### src/rtl/memsoc_out_monitor.sv
// Debounced, timestamped event logger for the core OUT bus, read back by the host
// over a small Wishbone register window (STATUS, DATA, CTRL, CURRENT).
module memsoc_out_monitor #(
  parameter logic [31:0] BASE_ADDRESS  = 32'h3000_0100,
  parameter int unsigned FIFO_DEPTH    = 8,
  parameter int unsigned STABLE_CYCLES = 4
) (
  input  logic        wb_clk_i,
  input  logic        wb_rst_i,
  input  logic [9:0]  core_out,
  input  logic        wbs_stb_i,
  input  logic        wbs_cyc_i,
  input  logic        wbs_we_i,
  input  logic [3:0]  wbs_sel_i,
  input  logic [31:0] wbs_dat_i,
  input  logic [31:0] wbs_adr_i,
  output logic        wbs_ack_o,
  output logic [31:0] wbs_dat_o,
  output logic        irq
);

  localparam int unsigned PtrW      = (FIFO_DEPTH > 1) ? $clog2(FIFO_DEPTH) : 1;
  localparam logic [4:0]  DepthCnt  = 5'(FIFO_DEPTH);
  localparam logic [7:0]  StableMax = 8'(STABLE_CYCLES);

  logic [9:0]      sync1_q, sync2_q;
  logic [9:0]      cand_q, cand_d;
  logic [9:0]      cur_q, cur_d;
  logic [7:0]      cnt_q, cnt_d;
  logic            accept;
  logic [15:0]     ts_q;
  logic [PtrW-1:0] wr_ptr_q, wr_ptr_d, rd_ptr_q, rd_ptr_d;
  logic [4:0]      count_q, count_d;
  logic            ovf_q, ovf_d, en_q, en_d;
  logic            ack_q;
  logic [31:0]     dat_q, dat_d, rdata;
  logic [25:0]     mem_q [FIFO_DEPTH];

  logic       req, empty, full, pop, ctrl_wr, flush, clr_ovf, push_req, do_push;
  logic [1:0] reg_sel;
  logic       unused_bits;

  assign unused_bits = ^{wbs_dat_i[31:3], wbs_sel_i[3:1], wbs_adr_i[1:0]};

  // Bus decode; the !ack term keeps a held strobe from issuing a second access.
  assign req     = wbs_cyc_i & wbs_stb_i & ~ack_q
                 & (wbs_adr_i[31:4] == BASE_ADDRESS[31:4]);
  assign reg_sel = wbs_adr_i[3:2];
  assign empty   = (count_q == 5'd0);
  assign full    = (count_q == DepthCnt);
  assign pop     = req & ~wbs_we_i & (reg_sel == 2'd1) & ~empty;
  assign ctrl_wr = req & wbs_we_i & (reg_sel == 2'd2) & wbs_sel_i[0];
  assign flush   = ctrl_wr & wbs_dat_i[1];
  assign clr_ovf = ctrl_wr & wbs_dat_i[2];

  // Debounce: accept once the candidate has been seen STABLE_CYCLES times in a row.
  always_comb begin
    cand_d = cand_q;
    cnt_d  = cnt_q;
    cur_d  = cur_q;
    accept = 1'b0;
    if (sync2_q != cand_q) begin
      cand_d = sync2_q;
      cnt_d  = 8'd1;
    end else begin
      if (cnt_q != StableMax) cnt_d = cnt_q + 8'd1;
      accept = (cnt_d == StableMax) && (cand_q != cur_q);
    end
    if (accept) cur_d = cand_q;
  end

  assign push_req = accept & en_q;
  // A pop in the same cycle frees the slot, so a full FIFO can still take the push.
  assign do_push  = push_req & ~flush & (~full | pop);

  always_comb begin
    wr_ptr_d = wr_ptr_q;
    rd_ptr_d = rd_ptr_q;
    count_d  = count_q;
    ovf_d    = ovf_q;
    en_d     = en_q;
    if (ctrl_wr) en_d = wbs_dat_i[0];
    if (clr_ovf) ovf_d = 1'b0;
    if (flush) begin
      wr_ptr_d = '0;
      rd_ptr_d = '0;
      count_d  = 5'd0;
    end else begin
      if (do_push) wr_ptr_d = wr_ptr_q + PtrW'(1);
      if (pop)     rd_ptr_d = rd_ptr_q + PtrW'(1);
      if (do_push && !pop)      count_d = count_q + 5'd1;
      else if (pop && !do_push) count_d = count_q - 5'd1;
      if (push_req && full && !pop) ovf_d = 1'b1;
    end
  end

  always_comb begin
    rdata = 32'd0;
    unique case (reg_sel)
      2'd0: rdata = {20'd0, en_q, ovf_q, full, empty, 3'd0, count_q};
      2'd1: rdata = empty ? 32'd0
                          : {mem_q[rd_ptr_q][25:10], 6'd0, mem_q[rd_ptr_q][9:0]};
      2'd2: rdata = {31'd0, en_q};
      2'd3: rdata = {6'd0, sync2_q, 6'd0, cur_q};
      default: rdata = 32'd0;
    endcase
  end

  assign dat_d = (req & ~wbs_we_i) ? rdata : 32'd0;

  always_ff @(posedge wb_clk_i or posedge wb_rst_i) begin
    if (wb_rst_i) begin
      sync1_q  <= '0;
      sync2_q  <= '0;
      cand_q   <= '0;
      cnt_q    <= '0;
      cur_q    <= '0;
      ts_q     <= '0;
      wr_ptr_q <= '0;
      rd_ptr_q <= '0;
      count_q  <= '0;
      ovf_q    <= 1'b0;
      en_q     <= 1'b0;
      ack_q    <= 1'b0;
      dat_q    <= '0;
    end else begin
      sync1_q  <= core_out;
      sync2_q  <= sync1_q;
      cand_q   <= cand_d;
      cnt_q    <= cnt_d;
      cur_q    <= cur_d;
      if (en_q) ts_q <= ts_q + 16'd1;
      wr_ptr_q <= wr_ptr_d;
      rd_ptr_q <= rd_ptr_d;
      count_q  <= count_d;
      ovf_q    <= ovf_d;
      en_q     <= en_d;
      ack_q    <= req;
      dat_q    <= dat_d;
    end
  end

  // Storage needs no reset; only the pointers and count define validity.
  always_ff @(posedge wb_clk_i) begin
    if (do_push) mem_q[wr_ptr_q] <= {ts_q, cand_q};
  end

  assign wbs_ack_o = ack_q;
  assign wbs_dat_o = dat_q;
  assign irq       = en_q & ~empty;

endmodule

### config.mk
export PLATFORM = sky130hd
export DESIGN_NAME = memsoc_out_monitor
export DESIGN_NICKNAME = d
export VERILOG_FILES = /design/src/rtl/memsoc_out_monitor.sv
export SDC_FILE = /design/constraint.sdc
export NUM_CORES = 1
export LEC_CHECK = 0
export ABC_CLOCK_PERIOD_IN_PS = 6770
export CAP_MARGIN = 20
export CORE_MARGIN = 4
export CORE_UTILIZATION = 50
export DETAILED_ROUTE_END_ITERATION = 10
export GPL_TIMING_DRIVEN = 0
export PLACE_DENSITY_LB_ADDON = 0.08
export SYNTH_ARGS = -nofsm -noshare
export SYNTH_HDL_FRONTEND = slang
export SYNTH_SLANG_ARGS = --single-unit
### constraint.sdc
create_clock -name wb_clk_i -period 6.77 [get_ports wb_clk_i]
set_input_delay 1.6925 -clock wb_clk_i [delete_from_list [all_inputs] [get_ports wb_clk_i]]
set_output_delay 1.6925 -clock wb_clk_i [all_outputs]
set_load 0.02 [all_outputs]
==> flow_summary.toml, run 1 <==
[drt]
route.detailed.drc = 0
routed.top_layer = "met4"
wl_met2_um = 13100
vias = 6808
drt-met1-wl_um = 11600
drt_iter0_drc = 481
met3WireLength_um = 1330
routed_via_density = 5.62
ant_nets = 0
drt_first_pass_iters = 5
wl_per_cell_um = 21.9
routed_wl_um = 26600

[grt]
globalRouteTotalUtil = 0.196
grt_max_degree = 56
grt_pass1_wl_um = 42300
grt_pass1_vias = 7186
antenna_found_initial = 0
grt_overflow = 0

[die]
initial_core_util = 0.510
ios = 117
fp.dieArea_um2 = 27500
die_width_um = 166
rows = 57
coreArea_um2 = 24500
die_h_um = 166

[placement]
dp_hpwl_um = 17900
numPortBuffers = 78
gp_congestion = 0.884
placed_cells = 1153

[synthesis]
ys_seq_area_frac = 0.713
yosysUniqueCellTypes = 57
ys_ff_latch = 314
yosys_most_used_dff = "edfxtp_1"
syn_avg_cell_area_um2 = 17.0
yosys_warnings = 0
synthCells = 736
netlist_area_um2 = 12500
synthArstFlopShare = 0.338
synth_edf_count = 208

[critical_path]
cp-end-kind = "flop"
ff2ff_setup_slack_ns = 2.52
critPathMostFrequentCell = "nand4_1"
critical_path.cell_chain = "clkdlybuf4s50_1, nor4b_1, nand4_1, or4_1, clkbuf_1, nand2_1, nand4_1, nor3_2, buf_6"
arrival_ns = 5.27
slowest_stage = "nor3_2"
worstSetupPathType = "primary input to flop"
critPathMaxStageDelay_ns = 0.83
cp-start-kind = "primary input"
critPathRequiredTime_ns = 7.03
crit_fanout = 8
critPathTopFamily = "simple AND/OR/NAND/NOR gates"
critPathBufInv = 3

[clocking]
cts_tree = "built"
cts_sinks = 314
cts_max_path_buffers = 3
post_cts_buffers = 0
numCtsBuffers = 31
clk_latency_ns = 0.55
cts_resized = 0
cts-root-buf = "clkbuf_16"
hold_buffers = 0
htree_num_levels = 1
clk_pin_slew_ns = 0.06

[timing]
setup_viol = 0
rsz0062_at_grt = "no"
fmaxAchievable_ghz = 0.200
fin_setup_tns_ns = 0
finClkSkew_ns = 0.00764
report.final.hold_viol_count = 0
period_share = 0.740
tightest_slew_ns = 0.955
slew-limit-headroom = 0.363
period_needed_ns = 5.01
final_max_slew_viol_count = 0

[cells_and_area]
seqCellArea_um2 = 8900
antenna_cells = 0
area_delta_synth_final_pct = 19.9
layout_common_cells = "208 x edfxtp_1, 106 x dfrtp_1, 78 x clkdlybuf4s50_1, 60 x nor2_1, 52 x mux4_2"
fill_cells = 1799
fin_cells = 1212
drive_gt1_frac = 0.164
final_common_cell = "edfxtp_1"
multi_input_area_um2 = 3430
nNetsFinal = 957

[outcome]
status = "completed"

[power]
max-vdd-ir-drop_v = 0.000191
p_leak_uw = 0.00534
power_density_nw_per_um2 = 252

[run]
max_cap_viol_count = 0

[hold_path]
hold_path.class = "flop to flop"
[worst reg2reg max path, stage by stage (launching register included)]
cell,delay (ns)
dfrtp_1,0.60
xnor2_1,0.18
nand4_1,0.18
nor4_1,0.83
nand3_2,0.28
nor3_4,0.34
nand3_1,0.29
ha_1,0.41
a21o_1,0.11
a21oi_1,0.09
or3_1,0.33
nor4_1,0.26
o21a_1,0.18
nor3_1,0.04
[final timing paths]
kind / cells after the start / to / start
worst max-delay path: 9 / mem_q[1][14] / wbs_adr_i[11]
worst min-delay path: 0 / sync2_q[9] / sync1_q[9]
worst max register to register: 13 / count_q[4] / cand_q[3]
worst min register to register: 0 / sync2_q[9] / sync1_q[9]
max in group asynchronous: 3 / ts_q[5] / wb_rst_i
min in group asynchronous: 2 / count_q[4] / wb_rst_i
[stage by stage]
step,total power [µW],util,area [µm²],hold slack (ns),worst slack (ns)
3_5_place_dp,2170,0.571,14000,0.335,1.13
4_1_cts,3810,0.610,14900,0.349,1.72
6_report,3780,0.612,15000,0.348,1.76
2_1_floorplan,2130,-,12500,0.331,1.34
5_1_grt,3900,0.612,15000,0.361,1.51
3_3_place_gp,2170,0.559,13700,0.334,-1.67
[layout make-up]
type / count / area share
buffer: 42 / 0.0118
multi-input combinational: 374 / 0.230
sequential: 314 / 0.595
inverter: 9 / 0.00243
clock buffer: 41 / 0.0550
clock inverter: 16 / 0.0102
timing repair buffer: 92 / 0.0692
tap: 324 / 0.0271
[routing by layer]
metal,global-route usage,vias up
met4,0.0448,0
met5,0,-
met3,0.0302,44
met1,0.276,3514
met2,0.328,196
li1,-,3054
[state kept, by name, indices dropped and copies added, names as in the netlist]
signal and cells:
cand_q 10, count_q 5, cnt_q 8, mem_q 208, sync1_q 10, en_q 1
ovf_q 1, wr_ptr_q 3, cur_q 10, ts_q 16, sync2_q 10, wbs_ack_o 1
rd_ptr_q 3, wbs_dat_o 28
[power by group]
group          internal [µW]  total (µW)  switching, µW
Combinational           38.3        72.0           33.6
Sequential              2050        2060           15.3
Clock                    962        1640            680
[synthesized netlist by cell type, types with 9 or more instances]
master	number	area, µm²
a21oi_1	16	80.1
clkbuf_1	29	109
dfrtp_1	106	2650
edfxtp_1	208	6250
ha_1	9	113
inv_1	9	33.8
mux2_2	11	124
mux2i_1	31	310
mux4_2	52	1170
nand2_1	31	116
nand4_1	14	87.6
nor2_1	66	248
nor4_1	12	75.1
xnor2_1	28	245
xor2_1	20	175
[cells by family (layout without fill, tap and decap cells)]
kind of cell | Yosys count | after routing | share of synthesized area
flops | 314 | 314 | 0.713
mux | 94 | 94 | 0.129
other cells | 1 | 4 | 0.000301
simple gates | 170 | 170 | 0.0712
compound gates | 48 | 48 | 0.0254
buf+inv | 51 | 200 | 0.0168
fa+ha+maj | 10 | 10 | 0.0106
xor+xnor | 48 | 48 | 0.0337
Power figures use the tool's default switching activity.
==> inputs of run 2 (changes only) <==
--- a/config.mk
+++ b/config.mk
@@ -5,7 +5,7 @@
 export SDC_FILE = /design/constraint.sdc
 export NUM_CORES = 1
 export LEC_CHECK = 0
-export ABC_CLOCK_PERIOD_IN_PS = 6770
+export ABC_CLOCK_PERIOD_IN_PS = 5230
 export CAP_MARGIN = 20
 export CORE_MARGIN = 4
 export CORE_UTILIZATION = 50
==> constraint.sdc (replaced) <==
create_clock -name wb_clk_i -period 5.23 [get_ports wb_clk_i]
set_input_delay 1.3075 -clock wb_clk_i [delete_from_list [all_inputs] [get_ports wb_clk_i]]
set_output_delay 1.3075 -clock wb_clk_i [all_outputs]
set_load 0.02 [all_outputs]
==> results of run 2 <==
Same layout as run 1 (identical final DEF). Status: completed.
Among the figures that moved: setup slack after placement 1.13 ns -> -0.0298 ns; setup slack after layout 1.76 ns -> 0.603 ns; register-to-register setup slack 2.52 ns -> 0.98 ns; total power 3780 µW -> 4890 µW; worst IR drop on VDD 0.000191 V -> 0.000247 V
